**config.mk**
```make
export PLATFORM = sky130hd
export DESIGN_NAME = switch_push_ctrl
export DESIGN_NICKNAME = d
export VERILOG_FILES = /design/src/rtl/fifo_sw_pkg.sv /design/src/rtl/btn_debounce.sv /design/src/rtl/switch_push_ctrl.sv
export SDC_FILE = /design/constraint.sdc
export NUM_CORES = 1
export LEC_CHECK = 0
export CAP_MARGIN = 20
export CORE_MARGIN = 2
export CORE_UTILIZATION = 50
export CTS_CLUSTER_DIAMETER = 200
export DETAILED_ROUTE_END_ITERATION = 10
export GPL_TIMING_DRIVEN = 1
export PLACE_DENSITY = 0.76
export SLEW_MARGIN = 20
export SYNTH_ARGS = -nofsm -noshare
export SYNTH_HDL_FRONTEND = slang
export SYNTH_SLANG_ARGS = --single-unit
```
**constraint.sdc**
```tcl
create_clock -name WR_CLK -period 3.34 [get_ports WR_CLK]
set_input_delay 0.668 -clock WR_CLK [delete_from_list [all_inputs] [get_ports WR_CLK]]
set_output_delay 0.668 -clock WR_CLK [all_outputs]
set_load 0.02 [all_outputs]
```
**src/rtl/fifo_sw_pkg.sv**
```systemverilog
// Shared definitions for the switch-to-FIFO push controller: FSM encoding,
// default debounce length and switch data width.
package fifo_sw_pkg;

  localparam int unsigned DEBOUNCE_CYCLES_DEF = 16;
  localparam int unsigned DATA_W              = 4;

  typedef enum logic [1:0] {
    IDLE  = 2'd0,
    ISSUE = 2'd1,
    HELD  = 2'd2
  } state_e;

endpackage

```
**src/rtl/btn_debounce.sv**
```systemverilog
// Two-flop synchronizers for the push button and data switches, followed by
// a consecutive-mismatch debouncer that produces the stable button level.
module btn_debounce
  import fifo_sw_pkg::*;
#(
  parameter int unsigned DEBOUNCE_CYCLES = DEBOUNCE_CYCLES_DEF
) (
  input  logic              clk,
  input  logic              rst,
  input  logic              btn_raw,
  input  logic [DATA_W-1:0] sw_raw,
  output logic              btn_stable,
  output logic [DATA_W-1:0] sw_sync
);

  localparam int unsigned       CNT_W    = $clog2(DEBOUNCE_CYCLES);
  localparam logic [CNT_W-1:0]  CNT_LAST = CNT_W'(DEBOUNCE_CYCLES - 1);

  logic [1:0]        btn_sync_q;
  logic [DATA_W-1:0] sw_meta_q;
  logic [DATA_W-1:0] sw_sync_q;
  logic [CNT_W-1:0]  cnt_q, cnt_d;
  logic              stable_q, stable_d;

  always_ff @(posedge clk or posedge rst) begin
    if (rst) begin
      btn_sync_q <= '0;
      sw_meta_q  <= '0;
      sw_sync_q  <= '0;
    end else begin
      btn_sync_q <= {btn_sync_q[0], btn_raw};
      sw_meta_q  <= sw_raw;
      sw_sync_q  <= sw_meta_q;
    end
  end

  // The counter holds mismatches seen so far; the mismatch that would make
  // it reach DEBOUNCE_CYCLES flips the stable level instead.
  always_comb begin
    cnt_d    = cnt_q;
    stable_d = stable_q;
    if (btn_sync_q[1] == stable_q) begin
      cnt_d = '0;
    end else if (cnt_q == CNT_LAST) begin
      stable_d = btn_sync_q[1];
      cnt_d    = '0;
    end else begin
      cnt_d = cnt_q + 1'b1;
    end
  end

  always_ff @(posedge clk or posedge rst) begin
    if (rst) begin
      cnt_q    <= '0;
      stable_q <= 1'b0;
    end else begin
      cnt_q    <= cnt_d;
      stable_q <= stable_d;
    end
  end

  assign btn_stable = stable_q;
  assign sw_sync    = sw_sync_q;

endmodule

```
**src/rtl/switch_push_ctrl.sv**
```systemverilog
// Turns a debounced push-button press into one FIFO write of the switch
// value, or an overflow pulse when the FIFO is full at decision time.
module switch_push_ctrl
  import fifo_sw_pkg::*;
#(
  parameter int unsigned DEBOUNCE_CYCLES = DEBOUNCE_CYCLES_DEF
) (
  input  logic              WR_CLK,
  input  logic              rst,
  input  logic              BTN_PUSH,
  input  logic [DATA_W-1:0] SW,
  input  logic              Full,
  output logic              push,
  output logic [DATA_W-1:0] Data_In,
  output logic              Overflow,
  output logic [3:0]        Drop_Count,
  output logic [7:0]        Push_Count
);

  logic              btn_stable;
  logic [DATA_W-1:0] sw_sync;

  state_e            state_q, state_d;
  logic              push_q, push_d;
  logic              ovf_q, ovf_d;
  logic [DATA_W-1:0] data_q, data_d;
  logic [3:0]        drop_q, drop_d;
  logic [7:0]        pcnt_q, pcnt_d;

  btn_debounce #(
    .DEBOUNCE_CYCLES(DEBOUNCE_CYCLES)
  ) u_debounce (
    .clk        (WR_CLK),
    .rst        (rst),
    .btn_raw    (BTN_PUSH),
    .sw_raw     (SW),
    .btn_stable (btn_stable),
    .sw_sync    (sw_sync)
  );

  // IDLE is only re-entered once the stable level is low, so a high level
  // seen in IDLE is always a fresh rise. push_q is set on entry to ISSUE so
  // it is high exactly during the ISSUE cycle.
  always_comb begin
    state_d = state_q;
    push_d  = 1'b0;
    ovf_d   = 1'b0;
    data_d  = data_q;
    drop_d  = drop_q;
    pcnt_d  = pcnt_q;
    case (state_q)
      IDLE: begin
        if (btn_stable) begin
          if (!Full) begin
            state_d = ISSUE;
            push_d  = 1'b1;
            data_d  = sw_sync;
            pcnt_d  = pcnt_q + 8'd1;
          end else begin
            state_d = HELD;
            ovf_d   = 1'b1;
            if (drop_q != '1) drop_d = drop_q + 4'd1;
          end
        end
      end
      ISSUE:   state_d = HELD;
      HELD:    if (!btn_stable) state_d = IDLE;
      default: state_d = IDLE;
    endcase
  end

  always_ff @(posedge WR_CLK or posedge rst) begin
    if (rst) begin
      state_q <= IDLE;
      push_q  <= 1'b0;
      ovf_q   <= 1'b0;
      data_q  <= '0;
      drop_q  <= '0;
      pcnt_q  <= '0;
    end else begin
      state_q <= state_d;
      push_q  <= push_d;
      ovf_q   <= ovf_d;
      data_q  <= data_d;
      drop_q  <= drop_d;
      pcnt_q  <= pcnt_d;
    end
  end

  assign push       = push_q;
  assign Overflow   = ovf_q;
  assign Data_In    = data_q;
  assign Drop_Count = drop_q;
  assign Push_Count = pcnt_q;

endmodule

```
==> out/results.txt <==
status = finished clean
postcts setup bufs = 0
placed insts = 156
clk_skew = 0.0125 ns
crit path max fanout = 5
initial antenna violation count = 0
maximum VDD drop = 0.000321 V
Placeable Area = 2480 µm²
Post-Syn Area = 1310 µm²
Post-Syn Nets = 112
DRC violations left = 0
Pins Over Slew Limit = 0
gr ovfl total = 0
Root Driver = clkbuf_4
Post-Route Setup TNS = 0 ns
non-filler cells, final = 164
# hold bufs at CTS = 0
Slew HR = 52.1%
Hold WS = 0.354 ns
P per Cell Area = 413 nW/µm²
yosys warns = 0
H-tree lvl count = 2
Req. time, crit path = 3.55 ns
pre-CTS setup slack = 0.885 ns
Mapped Avg Cell Area = 12.9 µm²
synthesized flop and latch total = 35
antenna-violating nets left = 0
first-pass GRT wire length = 3360 µm
largest net degree at the start of global routing = 36
FF-to-FF setup slack = 1.60 ns
Clock Latency Late Sink = 0.32 ns
Period minus WS final = 2.15 ns
die height = 55.1 µm
Port-buffer cells = 25
Rows = 18
Setup Crit Path Kind = input pin to flop
post_cts resized = 0
Layout area overhead = 25.6%
Crit. Startpoint = Full
final instance area = 1640 µm²
reg2reg path depth = 3
Placer Congestion = 0.726
RR Endpoint = Push_Count[6]
Die Width = 55.1 µm
DR WL/cell = 12.4 µm
ANT cells = 0
Worst Path Arrival = 2.36 ns
R2R Path Start = state_q[0]
Detail Placement HPWL = 1440 µm
DIE AREA = 3040 µm²
Final Hold Vio Count = 0
CP Launch Type = input pin
Seq/Total Area, Yosys = 67.0%
drt total wl = 2030 µm
Min-Delay Path Class = flop to flop
final setup vio count = 0
total track usage = 16.6%
PnR worst setup slack = 1.19 ns
drt first pass iters = 4
post-synthesis instance total = 101
TritonCTS clock tree = built
RSZ-0062 raised after global routing = no
Via density = 5.04
final cycle utilization of the critical path = 64.3%
# clock sinks = 35
Num CTS Buffers = 5
power after layout = 0.677 mW
Placed Area = 1590 µm²
Max Clock Freq = 466 MHz
Initial Utilization = 52.7%
CTS Buffer Depth = 2
max cap viols = 0
fin nets = 144
number of distinct library cells after synthesis = 24
layout cells sized above 1 = 8.96%
vias in the first global route = 756
Core Util, Final = 66.2%
drt initial violations = 9
Fillers = 199
worst-margin pin slew = 0.709 ns
Clock transition at path regs = 0.10 ns
CP Capture Point = Drop_Count[3]
Vias = 826
Leak = 0.785 nW
nature of the critical path endpoint = flop
Top Ports = 26
[synth_stat cells]
cell type / n / share of area, %
o21ai_0: 2 / 0.77
xor2_1: 3 / 2.0
nand4b_1: 1 / 0.67
or3_1: 1 / 0.48
a311oi_1: 1 / 0.67
buf_6: 1 / 0.86
a21oi_1: 4 / 1.5
nor4_4: 1 / 1.6
nand2b_1: 1 / 0.48
nor3_1: 1 / 0.38
dfrtp_1: 35 / 67
mux2_2: 3 / 2.6
nor2b_1: 1 / 0.48
xnor2_1: 7 / 4.7
nand3_1: 4 / 1.5
nand4_1: 2 / 0.96
nor2_1: 3 / 0.86
or4b_4: 1 / 1.1
clkinv_1: 1 / 0.29
inv_1: 3 / 0.86
nor4bb_1: 1 / 0.77
mux2i_1: 1 / 0.77
nand2_1: 20 / 5.7
ha_1: 3 / 2.9
[cells in the final DEF, fill, tap and decap left out, types with 3 or more instances in the layout]
| master | Yosys | final |
|---|---|---|
| a21oi_1 | 4 | 4 |
| clkdlybuf4s50_1 | 0 | 25 |
| mux2_2 | 3 | 3 |
| ha_1 | 3 | 3 |
| xnor2_1 | 7 | 7 |
| dfrtp_1 | 35 | 35 |
| nand2_1 | 20 | 20 |
| inv_1 | 3 | 3 |
| xor2_1 | 3 | 3 |
| nor2_1 | 3 | 3 |
| clkbuf_4 | 0 | 5 |
| nand3_1 | 4 | 4 |
[how the worst min path moves through the flow]
stage	from	to	slack (ns)	cells past startpoint
2_1_floorplan	u_debounce.btn_sync_q[0]	u_debounce.btn_sync_q[1]	0.33	0
3_5_place_dp	u_debounce.sw_meta_q[1]	u_debounce.sw_sync[1]	0.33	0
3_3_place_gp	u_debounce.sw_meta_q[0]	u_debounce.sw_sync[0]	0.33	0
4_1_cts	u_debounce.sw_meta_q[1]	u_debounce.sw_sync[1]	0.36	0
5_1_grt	u_debounce.sw_meta_q[3]	u_debounce.sw_sync[3]	0.36	0
6_report	u_debounce.btn_sync_q[0]	u_debounce.btn_sync_q[1]	0.35	0
[area by class of cell]
| type | instances | area [µm²] | share of cell area, % |
|---|---|---|---|
| inverters | 4 | 15.0 | 0.915 |
| multi-input cells | 61 | 404 | 24.6 |
| clock inverters | 1 | 5.00 | 0.305 |
| clock buffers | 7 | 45.0 | 2.75 |
| well taps | 30 | 37.5 | 2.29 |
| flip-flops and latches | 35 | 876 | 53.4 |
| repair buffers | 26 | 258 | 15.7 |
[layer usage]
| layer | wire length, µm | GRT usage [%] | part of all wire [%] | vias up |
|---|---|---|---|---|
| met5 | 0 | 0 | 0 | - |
| met1 | 908 | 20.5 | 45 | 400 |
| li1 | - | - | - | 404 |
| met4 | 10 | 8.54 | 0.49 | 0 |
| met2 | 1010 | 25.0 | 50 | 20 |
| met3 | 107 | 6.72 | 5.3 | 2 |
[cells by family (layout without fill, tap and decap cells)]
kind of cell	Yosys count	after routing	synth area share [%]
buffers and inverters	5	38	2.01
adder cells (fa/ha/maj)	3	3	2.87
XOR/XNOR	10	10	6.71
AO/OA/AOI/OAI	7	7	2.97
AND/OR/NAND/NOR	37	37	15.0
multiplexers	4	4	3.35
flip-flops	35	35	67.0
[flip-flops by register name (all words and copies together) (netlist names)]
name / count
Drop_Count: 4
Overflow: 1
u_debounce.btn_stable: 1
state_q: 2
u_debounce.sw_meta_q: 4
Data_In: 4
Push_Count: 8
u_debounce.cnt_q: 4
u_debounce.sw_sync: 4
push: 1
u_debounce.btn_sync_q: 2
[power by group]
part	leakage, nW	internal [mW]	switching, mW
clock network	0.0293	0.0821	0.130
logic	0.293	0.0134	0.0136
registers	0.463	0.433	0.00523
total	0.785	0.529	0.148
[critical path, stage by stage]
cell	delay, ns
clkdlybuf4s50_1	0.50
nor4bb_1	0.65
nand4_1	0.22
mux2_2	0.32
Power figures use the tool's default switching activity.
